==> config.mk <==
export PLATFORM = sky130hd
export DESIGN_NAME = avalon_lsu_flat
export DESIGN_NICKNAME = d
export VERILOG_FILES = /design/src/rtl/avalon_lsu_pkg.sv /design/src/rtl/avalon_lsu_if.sv /design/src/rtl/avalon_lsu_lane_align.sv /design/src/rtl/avalon_lsu.sv /design/src/flat_wrapper.sv
export SDC_FILE = /design/constraint.sdc
export NUM_CORES = 1
export LEC_CHECK = 0
export BUFFER_PORTS_ARGS = -buffer_cell sky130_fd_sc_hd__buf_2
export CELL_PAD_IN_SITES_DETAIL_PLACEMENT = 1
export CELL_PAD_IN_SITES_GLOBAL_PLACEMENT = 2
export CORE_MARGIN = 5
export CORE_UTILIZATION = 32
export CTS_CLUSTER_SIZE = 8
export DETAILED_ROUTE_END_ITERATION = 10
export GPL_TIMING_DRIVEN = 0
export MAX_ROUTING_LAYER = met4
export PLACE_DENSITY_LB_ADDON = 0.25
export SYNTH_ARGS = -nofsm -noshare
export SYNTH_HDL_FRONTEND = slang
export SYNTH_SLANG_ARGS = --single-unit
==> constraint.sdc <==
create_clock -name clk -period 5.6 [get_ports clk]
set_input_delay 1.12 -clock clk [delete_from_list [all_inputs] [get_ports clk]]
set_output_delay 1.12 -clock clk [all_outputs]
set_load 0.02 [all_outputs]
==> src/rtl/avalon_lsu_pkg.sv <==
// Shared types and helpers for the MIPS load/store unit: memory opcodes,
// FSM states, byte-lane enable patterns and byte-mask helpers.
package mips_mem_pkg;

  typedef enum logic [3:0] {
    LB  = 4'd0,
    LBU = 4'd1,
    LH  = 4'd2,
    LHU = 4'd3,
    LW  = 4'd4,
    LWL = 4'd5,
    LWR = 4'd6,
    SB  = 4'd8,
    SH  = 4'd9,
    SW  = 4'd10
  } mem_op_t;

  typedef enum logic [1:0] {
    IDLE = 2'd0,
    BUS  = 2'd1,
    RESP = 2'd2
  } lsu_state_t;

  localparam logic [3:0] BE_NONE = 4'b0000;
  localparam logic [3:0] BE_BYTE = 4'b0001;
  localparam logic [3:0] BE_HALF = 4'b0011;
  localparam logic [3:0] BE_WORD = 4'b1111;

  function automatic logic is_load(input mem_op_t op);
    logic res;
    case (op)
      LB, LBU, LH, LHU, LW, LWL, LWR: res = 1'b1;
      default:                        res = 1'b0;
    endcase
    return res;
  endfunction

  function automatic logic is_store(input mem_op_t op);
    logic res;
    case (op)
      SB, SH, SW: res = 1'b1;
      default:    res = 1'b0;
    endcase
    return res;
  endfunction

  // Mask covering the n least-significant bytes of a word.
  function automatic logic [31:0] low_bytes_mask(input logic [1:0] n);
    logic [31:0] res;
    case (n)
      2'd0:    res = 32'h0000_0000;
      2'd1:    res = 32'h0000_00FF;
      2'd2:    res = 32'h0000_FFFF;
      2'd3:    res = 32'h00FF_FFFF;
      default: res = 32'h0000_0000;
    endcase
    return res;
  endfunction

  // Mask covering the n most-significant bytes of a word.
  function automatic logic [31:0] high_bytes_mask(input logic [1:0] n);
    logic [31:0] res;
    case (n)
      2'd0:    res = 32'h0000_0000;
      2'd1:    res = 32'hFF00_0000;
      2'd2:    res = 32'hFFFF_0000;
      2'd3:    res = 32'hFFFF_FF00;
      default: res = 32'h0000_0000;
    endcase
    return res;
  endfunction

endpackage

==> src/rtl/avalon_lsu_if.sv <==
// CPU request/response handshake plus Avalon-MM data bus of the load/store unit.
// master: the LSU itself; slave: the CPU datapath and memory around it.
interface avalon_lsu_if;
  import mips_mem_pkg::*;

  logic        req_valid;
  logic        req_ready;
  mem_op_t     req_op;
  logic [31:0] req_addr;
  logic [31:0] req_wdata;
  logic        rsp_valid;
  logic [31:0] rsp_rdata;
  logic        rsp_err;
  logic [31:0] address;
  logic        read;
  logic        write;
  logic        waitrequest;
  logic [31:0] writedata;
  logic [3:0]  byteenable;
  logic [31:0] readdata;

  modport master (
    input  req_valid, req_op, req_addr, req_wdata, waitrequest, readdata,
    output req_ready, rsp_valid, rsp_rdata, rsp_err,
           address, read, write, writedata, byteenable
  );

  modport slave (
    output req_valid, req_op, req_addr, req_wdata, waitrequest, readdata,
    input  req_ready, rsp_valid, rsp_rdata, rsp_err,
           address, read, write, writedata, byteenable
  );
endinterface

==> src/rtl/avalon_lsu_lane_align.sv <==
// Combinational lane steering: byte enables and lane-shifted store data for the
// bus side, alignment check, and extended/merged load result from readdata.
module lsu_lane_align
  import mips_mem_pkg::*;
(
  input  mem_op_t     op,
  input  logic [1:0]  offset,
  input  logic [31:0] rt,
  input  logic [31:0] rdata,
  output logic [3:0]  byteenable,
  output logic [31:0] writedata,
  output logic        misalign,
  output logic [31:0] load_data
);

  logic [31:0] shifted_s;
  logic [4:0]  shamt_s;
  logic [4:0]  lwl_shamt_s;
  logic [1:0]  lwl_keep_s;

  assign shamt_s     = {offset, 3'b000};
  assign lwl_keep_s  = 2'd3 - offset;
  assign lwl_shamt_s = {lwl_keep_s, 3'b000};
  assign shifted_s   = rdata >> shamt_s;

  // Decode the op into lane enables, store data, alignment fault and load value.
  always_comb begin
    byteenable = BE_NONE;
    writedata  = 32'h0000_0000;
    misalign   = 1'b0;
    load_data  = 32'h0000_0000;
    case (op)
      LB: begin
        byteenable = BE_WORD;
        load_data  = {{24{shifted_s[7]}}, shifted_s[7:0]};
      end
      LBU: begin
        byteenable = BE_WORD;
        load_data  = {24'h00_0000, shifted_s[7:0]};
      end
      LH: begin
        byteenable = BE_WORD;
        misalign   = offset[0];
        load_data  = {{16{shifted_s[15]}}, shifted_s[15:0]};
      end
      LHU: begin
        byteenable = BE_WORD;
        misalign   = offset[0];
        load_data  = {16'h0000, shifted_s[15:0]};
      end
      LW: begin
        byteenable = BE_WORD;
        misalign   = (offset != 2'd0);
        load_data  = rdata;
      end
      LWL: begin
        byteenable = BE_WORD;
        load_data  = (rdata << lwl_shamt_s) | (rt & low_bytes_mask(lwl_keep_s));
      end
      LWR: begin
        byteenable = BE_WORD;
        load_data  = shifted_s | (rt & high_bytes_mask(offset));
      end
      SB: begin
        byteenable = BE_BYTE << offset;
        writedata  = {24'h00_0000, rt[7:0]} << shamt_s;
      end
      SH: begin
        misalign   = offset[0];
        byteenable = BE_HALF << offset;
        writedata  = {16'h0000, rt[15:0]} << shamt_s;
      end
      SW: begin
        misalign   = (offset != 2'd0);
        byteenable = BE_WORD;
        writedata  = rt;
      end
      // Unsupported opcodes are rejected the same way as misaligned accesses.
      default: begin
        misalign = 1'b1;
      end
    endcase
  end

endmodule

==> src/rtl/avalon_lsu.sv <==
// Load/store unit: accepts one memory op at a time, runs a single Avalon-MM
// transaction with waitrequest stall and timeout, then pulses a response.
module avalon_lsu
  import mips_mem_pkg::*;
#(
  parameter int WAIT_TIMEOUT = 255
) (
  input logic         clk,
  input logic         reset,
  avalon_lsu_if.master bus
);

  localparam int CNT_W = $clog2(WAIT_TIMEOUT + 1);
  localparam logic [CNT_W-1:0] CNT_LAST = CNT_W'(WAIT_TIMEOUT - 1);
  localparam logic [CNT_W-1:0] CNT_ONE  = CNT_W'(1);

  lsu_state_t        state_r;
  lsu_state_t        state_next_s;
  mem_op_t           op_r;
  logic [1:0]        off_r;
  logic [31:0]       rt_r;
  logic [CNT_W-1:0]  wait_cnt_r;
  logic [31:0]       address_r;
  logic              read_r;
  logic              write_r;
  logic [31:0]       writedata_r;
  logic [3:0]        byteenable_r;
  logic              rsp_valid_r;
  logic              rsp_err_r;
  logic [31:0]       rsp_rdata_r;

  mem_op_t           al_op_s;
  logic [1:0]        al_off_s;
  logic [31:0]       al_rt_s;
  logic [3:0]        al_be_s;
  logic [31:0]       al_wd_s;
  logic              al_misalign_s;
  logic [31:0]       al_load_s;
  logic              timeout_s;

  // While idle the aligner looks at the incoming request; afterwards at the held op.
  always_comb begin
    al_op_s  = op_r;
    al_off_s = off_r;
    al_rt_s  = rt_r;
    if (state_r == IDLE) begin
      al_op_s  = bus.req_op;
      al_off_s = bus.req_addr[1:0];
      al_rt_s  = bus.req_wdata;
    end else begin
      al_op_s  = op_r;
      al_off_s = off_r;
      al_rt_s  = rt_r;
    end
  end

  lsu_lane_align u_align (
    .op         (al_op_s),
    .offset     (al_off_s),
    .rt         (al_rt_s),
    .rdata      (bus.readdata),
    .byteenable (al_be_s),
    .writedata  (al_wd_s),
    .misalign   (al_misalign_s),
    .load_data  (al_load_s)
  );

  assign timeout_s = bus.waitrequest && (wait_cnt_r == CNT_LAST);

  // Next-state logic for the IDLE -> BUS -> RESP -> IDLE sequence.
  always_comb begin
    state_next_s = state_r;
    case (state_r)
      IDLE: begin
        if (bus.req_valid) begin
          if (al_misalign_s) begin
            state_next_s = RESP;
          end else begin
            state_next_s = BUS;
          end
        end else begin
          state_next_s = IDLE;
        end
      end
      BUS: begin
        if (!bus.waitrequest || timeout_s) begin
          state_next_s = RESP;
        end else begin
          state_next_s = BUS;
        end
      end
      RESP:    state_next_s = IDLE;
      default: state_next_s = IDLE;
    endcase
  end

  // State register.
  always_ff @(posedge clk or posedge reset) begin
    if (reset) begin
      state_r <= IDLE;
    end else begin
      state_r <= state_next_s;
    end
  end

  // Request capture, bus strobes, wait counter and response registers.
  always_ff @(posedge clk or posedge reset) begin
    if (reset) begin
      op_r         <= LB;
      off_r        <= 2'd0;
      rt_r         <= 32'h0000_0000;
      wait_cnt_r   <= '0;
      address_r    <= 32'h0000_0000;
      read_r       <= 1'b0;
      write_r      <= 1'b0;
      writedata_r  <= 32'h0000_0000;
      byteenable_r <= BE_NONE;
      rsp_valid_r  <= 1'b0;
      rsp_err_r    <= 1'b0;
      rsp_rdata_r  <= 32'h0000_0000;
    end else begin
      case (state_r)
        IDLE: begin
          if (bus.req_valid) begin
            op_r        <= bus.req_op;
            off_r       <= bus.req_addr[1:0];
            rt_r        <= bus.req_wdata;
            address_r   <= {bus.req_addr[31:2], 2'b00};
            wait_cnt_r  <= '0;
            rsp_rdata_r <= 32'h0000_0000;
            if (al_misalign_s) begin
              rsp_valid_r <= 1'b1;
              rsp_err_r   <= 1'b1;
            end else begin
              read_r       <= is_load(bus.req_op);
              write_r      <= is_store(bus.req_op);
              byteenable_r <= al_be_s;
              writedata_r  <= al_wd_s;
              rsp_err_r    <= 1'b0;
            end
          end
        end
        BUS: begin
          if (!bus.waitrequest) begin
            read_r      <= 1'b0;
            write_r     <= 1'b0;
            rsp_valid_r <= 1'b1;
            rsp_err_r   <= 1'b0;
            rsp_rdata_r <= is_load(op_r) ? al_load_s : 32'h0000_0000;
          end else if (timeout_s) begin
            read_r      <= 1'b0;
            write_r     <= 1'b0;
            rsp_valid_r <= 1'b1;
            rsp_err_r   <= 1'b1;
            rsp_rdata_r <= 32'h0000_0000;
          end else begin
            wait_cnt_r <= wait_cnt_r + CNT_ONE;
          end
        end
        RESP: begin
          rsp_valid_r <= 1'b0;
          rsp_err_r   <= 1'b0;
        end
        default: begin
          read_r      <= 1'b0;
          write_r     <= 1'b0;
          rsp_valid_r <= 1'b0;
          rsp_err_r   <= 1'b0;
        end
      endcase
    end
  end

  assign bus.req_ready  = (state_r == IDLE);
  assign bus.address    = address_r;
  assign bus.read       = read_r;
  assign bus.write      = write_r;
  assign bus.writedata  = writedata_r;
  assign bus.byteenable = byteenable_r;
  assign bus.rsp_valid  = rsp_valid_r;
  assign bus.rsp_err    = rsp_err_r;
  assign bus.rsp_rdata  = rsp_rdata_r;

endmodule
==> src/flat_wrapper.sv <==
// flat-port wrapper written by rule: the top's interface ports become plain ports
module avalon_lsu_flat import mips_mem_pkg::*;
#(
  parameter int WAIT_TIMEOUT = 255
)
  (clk, reset, bus_req_valid, bus_req_op, bus_req_addr, bus_req_wdata, bus_waitrequest, bus_readdata, bus_req_ready, bus_rsp_valid, bus_rsp_rdata, bus_rsp_err, bus_address, bus_read, bus_write, bus_writedata, bus_byteenable);
  avalon_lsu_if bus_i ();
  input logic clk;
  input logic reset;
  input wire logic [$bits(bus_i.req_valid)-1:0] bus_req_valid;
  input wire logic [$bits(bus_i.req_op)-1:0] bus_req_op;
  input wire logic [$bits(bus_i.req_addr)-1:0] bus_req_addr;
  input wire logic [$bits(bus_i.req_wdata)-1:0] bus_req_wdata;
  input wire logic [$bits(bus_i.waitrequest)-1:0] bus_waitrequest;
  input wire logic [$bits(bus_i.readdata)-1:0] bus_readdata;
  output wire logic [$bits(bus_i.req_ready)-1:0] bus_req_ready;
  output wire logic [$bits(bus_i.rsp_valid)-1:0] bus_rsp_valid;
  output wire logic [$bits(bus_i.rsp_rdata)-1:0] bus_rsp_rdata;
  output wire logic [$bits(bus_i.rsp_err)-1:0] bus_rsp_err;
  output wire logic [$bits(bus_i.address)-1:0] bus_address;
  output wire logic [$bits(bus_i.read)-1:0] bus_read;
  output wire logic [$bits(bus_i.write)-1:0] bus_write;
  output wire logic [$bits(bus_i.writedata)-1:0] bus_writedata;
  output wire logic [$bits(bus_i.byteenable)-1:0] bus_byteenable;
  assign bus_i.req_valid = bus_req_valid;
  assign bus_i.req_op = bus_req_op;
  assign bus_i.req_addr = bus_req_addr;
  assign bus_i.req_wdata = bus_req_wdata;
  assign bus_i.waitrequest = bus_waitrequest;
  assign bus_i.readdata = bus_readdata;
  assign bus_req_ready = bus_i.req_ready;
  assign bus_rsp_valid = bus_i.rsp_valid;
  assign bus_rsp_rdata = bus_i.rsp_rdata;
  assign bus_rsp_err = bus_i.rsp_err;
  assign bus_address = bus_i.address;
  assign bus_read = bus_i.read;
  assign bus_write = bus_i.write;
  assign bus_writedata = bus_i.writedata;
  assign bus_byteenable = bus_i.byteenable;
  avalon_lsu #(.WAIT_TIMEOUT(WAIT_TIMEOUT)) u_core (.clk(clk), .reset(reset), .bus(bus_i));
endmodule
# ---- Yosys cells after proc, flatten, opt, wreduce, memory -nomap -nowiden
# Index checks and enable logic that the tools add are counted.
dict set report op_classes {
  addsub 2
  eq_ne 39
  shift 6
  n_mux 46
  n_bitwise 6
  reduce_logical 25
}
# cell count
set op_table {}
lappend op_table {{case mux 32 bit (4 select lines)} 2}
lappend op_table {{two-way mux 32 bit} 7}
lappend op_table {{case mux 32 bit (7 select lines)} 1}
lappend op_table {{case mux 32 bit (3 select lines)} 1}
lappend op_table {{AND 32 bit} 2}
lappend op_table {{bitwise OR 32 bit} 2}
lappend op_table {{case mux 32 bit (2 select lines)} 1}
lappend op_table {{== test 4 x 3 -> 1 bit (second input constant)} 9}
lappend op_table {{left shift 16 x 5 -> 32 bit} 1}
lappend op_table {{left shift 32 x 5 -> 32 bit} 1}
lappend op_table {{left shift 8 x 5 -> 32 bit} 1}
lappend op_table {{>> shifter 32 x 5 -> 32 bit} 1}
lappend op_table {{== test 4 x 2 -> 1 bit (second input constant)} 6}
lappend op_table {{== test 4 bit (second input constant)} 6}
lappend op_table {{two-way mux 8 bit} 3}
lappend op_table {{two-way mux 1 bit} 18}
lappend op_table {{case mux 8 bit (2 select lines)} 1}
lappend op_table {{OR reduction 7 bit} 2}
lappend op_table {{== test 4 x 1 -> 1 bit (second input constant)} 3}
lappend op_table {{logical NOT 4 bit} 3}
lappend op_table {{case mux 4 bit (3 select lines)} 1}
lappend op_table {{== test 2 bit (second input constant)} 5}
lappend op_table {{case mux 1 bit (3 select lines)} 3}
lappend op_table {{AND reduction 3 bit} 3}
lappend op_table {{25 further kinds} 41}
dict set report word_totals {
  reg_bits 150
  in_bits 104
  out_inout_bits 105
  wordCells 137
}

# ---- Depth between registers and ports, before layout
dict set report logic_depth {
  word_depth 12
  ltp_mapped 11
  mapped_depth_nobuf 7
}

# ---- Modules after synthesis
# From an unflattened synthesis, not the netlist that was laid out.
dict set report unflattened {
  cells_unflattened 912
  hier_area_um2 8734.6
}
# module n_inst cells_per_inst area_each_um2
set by_module_without_submodules {}
lappend by_module_without_submodules {avalon_lsu 1 569 6413.7}
lappend by_module_without_submodules {lsu_lane_align 1 343 2321.0}

# ---- Worst setup path after synthesis
# OpenSTA, ideal clock, no wires.
dict set report synth_timing {
  path_kind {input port to flip-flop}
  startpoint {input port bus_req_addr[0]}
  endpoint {register u_core.writedata_r[0], in the netlist u_core.bus.writedata[0]}
  setup_ns 0.127
  arrival_ns 3.144
  t_required_ns 5.473
  slack_ns 2.328
  cell_stages 9
  path_buffers 3
  path_cell_list {or4_4 o31ai_4 o32ai_1 a222oi_1 buf_2 and2_4 buf_6 buf_6 mux2_1}
}
dict set report synth_via {
  elab_chain_cells 5
}
# item line
set synth_rtl {}
lappend synth_rtl {{start, declared} flat_wrapper.sv:12} ;# input wire logic [$bits(bus_i.req_addr)-1:0] bus_req_addr;
lappend synth_rtl {{two-way mux 2 bit (*)} avalon_lsu.sv:46} ;# if (state_r == IDLE) begin
lappend synth_rtl {{branches (longest 4 deep; another with left shift 16 x 5 -> 32 bit)} -}
lappend synth_rtl {{end signal, assigned} avalon_lsu.sv:138} ;# writedata_r <= al_wd_s;
lappend synth_rtl {{end, declared} avalon_lsu.sv:26} ;# logic [31:0] writedata_r;
# Every way passes the cells marked *.
# A chain may end at the register's enable or synchronous reset.

# ---- Final worst setup path
dict set report layout_timing {
  startpoint {register u_core.state_r[0]}
  endpoint {output port bus_req_ready}
}
dict set report layout_via {
  elab_chain_cells 1
}
# item line
set layout_rtl {}
lappend layout_rtl {{start, declared} avalon_lsu.sv:17} ;# lsu_state_t state_r;
lappend layout_rtl {{start signal, assigned} avalon_lsu.sv:102} ;# state_r <= state_next_s;
lappend layout_rtl {{logical NOT 2 bit} avalon_lsu.sv:174} ;# assign bus.req_ready = (state_r == IDLE);
lappend layout_rtl {{end, declared} flat_wrapper.sv:16} ;# output wire logic [$bits(bus_i.req_ready)-1:0] bus_req_ready;
# Every way passes these cells.

==> flow_summary.ini <==
[clock_tree]
clock_sinks = 150
ctsHtreeMaxLevel = 4
cts_buffer_depth = 2
clk_latency_ns = 0.45
clkTransAtPathRegs_ns = 0.07
cts_setup_buffers = 0
hold_buffers = 0
clock-root-buffer = clkbuf_16
numCtsBuffers = 17
cts_tree = built
cts_resized = 0

[setup_path]
cp_slowest_cell = dfrtp_1
critPathCaptureType = output pin
crit_top_cell = buf_2
cp.required_ns = 4.48
cp-start-kind = flop
path_cells = or2_1 > buf_4 > inv_4 > buf_2 > buf_2 > buf_2 > buf_2
critPathMaxStageDelay_ns = 0.43
crit_type = flop to output pin
path_delay_family = buffers and inverters
critPathBufInv = 6
crit_arrival_ns = 2.63
crit_fanout = 10

[logic_synthesis]
async_flop_share_pct = 100
synth_edf_count = 0
synth_area_um2 = 8620
synth.area.top_cells = dfrtp_1, nand2_1, mux2i_1
synth_cell_types = 71
synthFlopType = dfrtp_1
yosysMostFrequentCell = nand2_1
ys_seq_area_share_pct = 43.6
netlist.area_leader.share_pct = 43.6
netlist_instances = 958
synth_top_cell_by_area = dfrtp_1
synth-seq-cells = 150
ys_warn_count = 0
syn_area_per_cell_um2 = 8.99
synth_common_cells = nand2_1, dfrtp_1, mux2i_1, nand3_1, nor2_1

[route]
viasPerCell = 5.57
drt_iter0_drc = 630
wirelength_um = 36900
drc_errors = 0
post_drt_wl_per_cell_um = 24.0
routed-via-count = 8579
ant_nets = 0
dr.pass1.iters = 8

[floorplanning]
die_w_um = 174
initial_core_util_pct = 32.2
die_y_um = 174
coreArea_um2 = 26700
rows = 60
num_io_pins = 209
die_area_um2 = 30300

[timing]
hold_viol = 0
timing.hold.ws_ns = 0.474
max_freq_mhz = 267
tightest_slew_ns = 0.959
period_needed_ns = 3.75
slew_headroom_pct = 35.6
clock_skew_ns = 0.0173
finalMaxSlewViolations = 0
fin_crit_sh_pct = 66.9
setup_tns_ns = 0
setup_viol_count_final = 0
setup_ws_ns = 1.85
rsz0062_at_grt = false

[grt]
antenna_found_initial = 1
grt_max_degree = 108
grt_pass1_vias = 8905
grt_pass1_wl_um = 56200
grt_overflow = 0
grt_usage_pct = 24.8

[placement]
io_buffers = 206
post-place-ws_ns = 1.59
placed_area_um2 = 10100
place_inst = 1507
gp_routability_congestion = 0.898
dpl.hpwl_um = 28300

[layout]
utilization_pct = 40.1
final_area_um2 = 10700
final_cells = 1540
synthToLayoutAreaGrowth_pct = 24.5
multiInputGateArea_um2 = 4510
fillers = 3224
nNetsFinal = 1291
drive_gt1_share_pct = 24.3
seqCellArea_um2 = 3750

[power]
powerDensity_nw_per_um2 = 624
power_leakage_nw = 5.44
p_total_mw = 6.69
vdd_drop_max_mv = 0.219

[run_status]
status = completed

[min_path]
hold_path_class = flop to flop

[job]
maxCapViolations = 0
## per-layer routing
layer	GRT usage (%)	vias up	routed length, µm
li1	-	3946	-
met1	34.2	4273	17200
met2	37.7	309	16700
met3	4.31	51	2180
met4	6.99	0	782
met5	-	-	0
## state kept, by name, summed over array words and instances (netlist names)
name and flops:
u_core.bus.rsp_valid 1, u_core.off_r 2, u_core.bus.byteenable 4, u_core.state_r 2, u_core.op_r 4, u_core.wait_cnt_r 8, u_core.bus.read 1, u_core.rt_r 32
u_core.bus.rsp_err 1, u_core.bus.write 1, u_core.bus.writedata 32, u_core.bus.rsp_rdata 32, u_core.bus.address 30
## final timing paths
path | from | endpoint | slack, ns | cells after the start
max | u_core.state_r[0] | bus_req_ready | 1.85 | 7
min | u_core.bus.address[28] | u_core.bus.address[28] | 0.47 | 2
max reg2reg | u_core.state_r[0] | u_core.bus.writedata[30] | 2.08 | 8
min reg2reg | u_core.bus.address[28] | u_core.bus.address[28] | 0.47 | 2
max in group asynchronous | reset | u_core.bus.writedata[28] | 4.05 | 3
min in group asynchronous | reset | u_core.bus.address[4] | 0.66 | 2
## report_power, final
group	internal (mW)	leakage, nW	switching [mW]
logic	1.18	3.19	2.48
registers	1.51	1.95	0.270
clock network	0.681	0.297	0.573
## placed cells by master, fill, tap and decap left out, drive strengths merged, types with 4 or more instances in the layout
cell and count:
nand3 37, nor2 35, a22o 8, and3 9
a222oi 9, buf 239, a211o 5, clkbuf 52
nand2b 7, dfrtp 150, o21ai 37, a2bb2oi 8
mux2 42, a221oi 4, a21oi 25, o22ai 23
a32oi 9, nor3b 4, a221o 22, nor3 7
nand3b 4, mux2i 48, and2 8, o22a 12
o211ai 8, a31oi 12, a211oi 10, o21a 9
clkinv 5, nand2 264, nor4 5, inv 18
nand4 7, xor2 4, o2111ai 7
## logic make-up after synthesis
| logic type | after synthesis | share of synthesized area, % |
|---|---|---|
| fa+ha+maj | 2 | 0.290 |
| compound gates | 230 | 19.9 |
| other cells | 1 | 0.0435 |
| mux | 90 | 11.1 |
| buf+inv | 78 | 4.18 |
| xor+xnor | 6 | 0.610 |
| simple gates | 401 | 20.3 |
| flops | 150 | 43.6 |
## final cells by class
class / instances / area share (%)
Buffer: 66 / 2.92
Timing Repair Buffer: 207 / 9.86
Antenna cell: 1 / 0.0233
Inverter: 12 / 0.513
Multi-Input combinational cell: 731 / 42.0
Tap cell: 341 / 3.98
Clock inverter: 14 / 1.74
Clock buffer: 18 / 4.00
Sequential cell: 150 / 35.0
## tightest hold or removal path, delay by kind of cell, from the launching register on
family           cells  cell delay (ns)
and+or+nand+nor      2             0.10
DFF                  1             0.34
No activity file was read; power rests on OpenSTA's default activity.
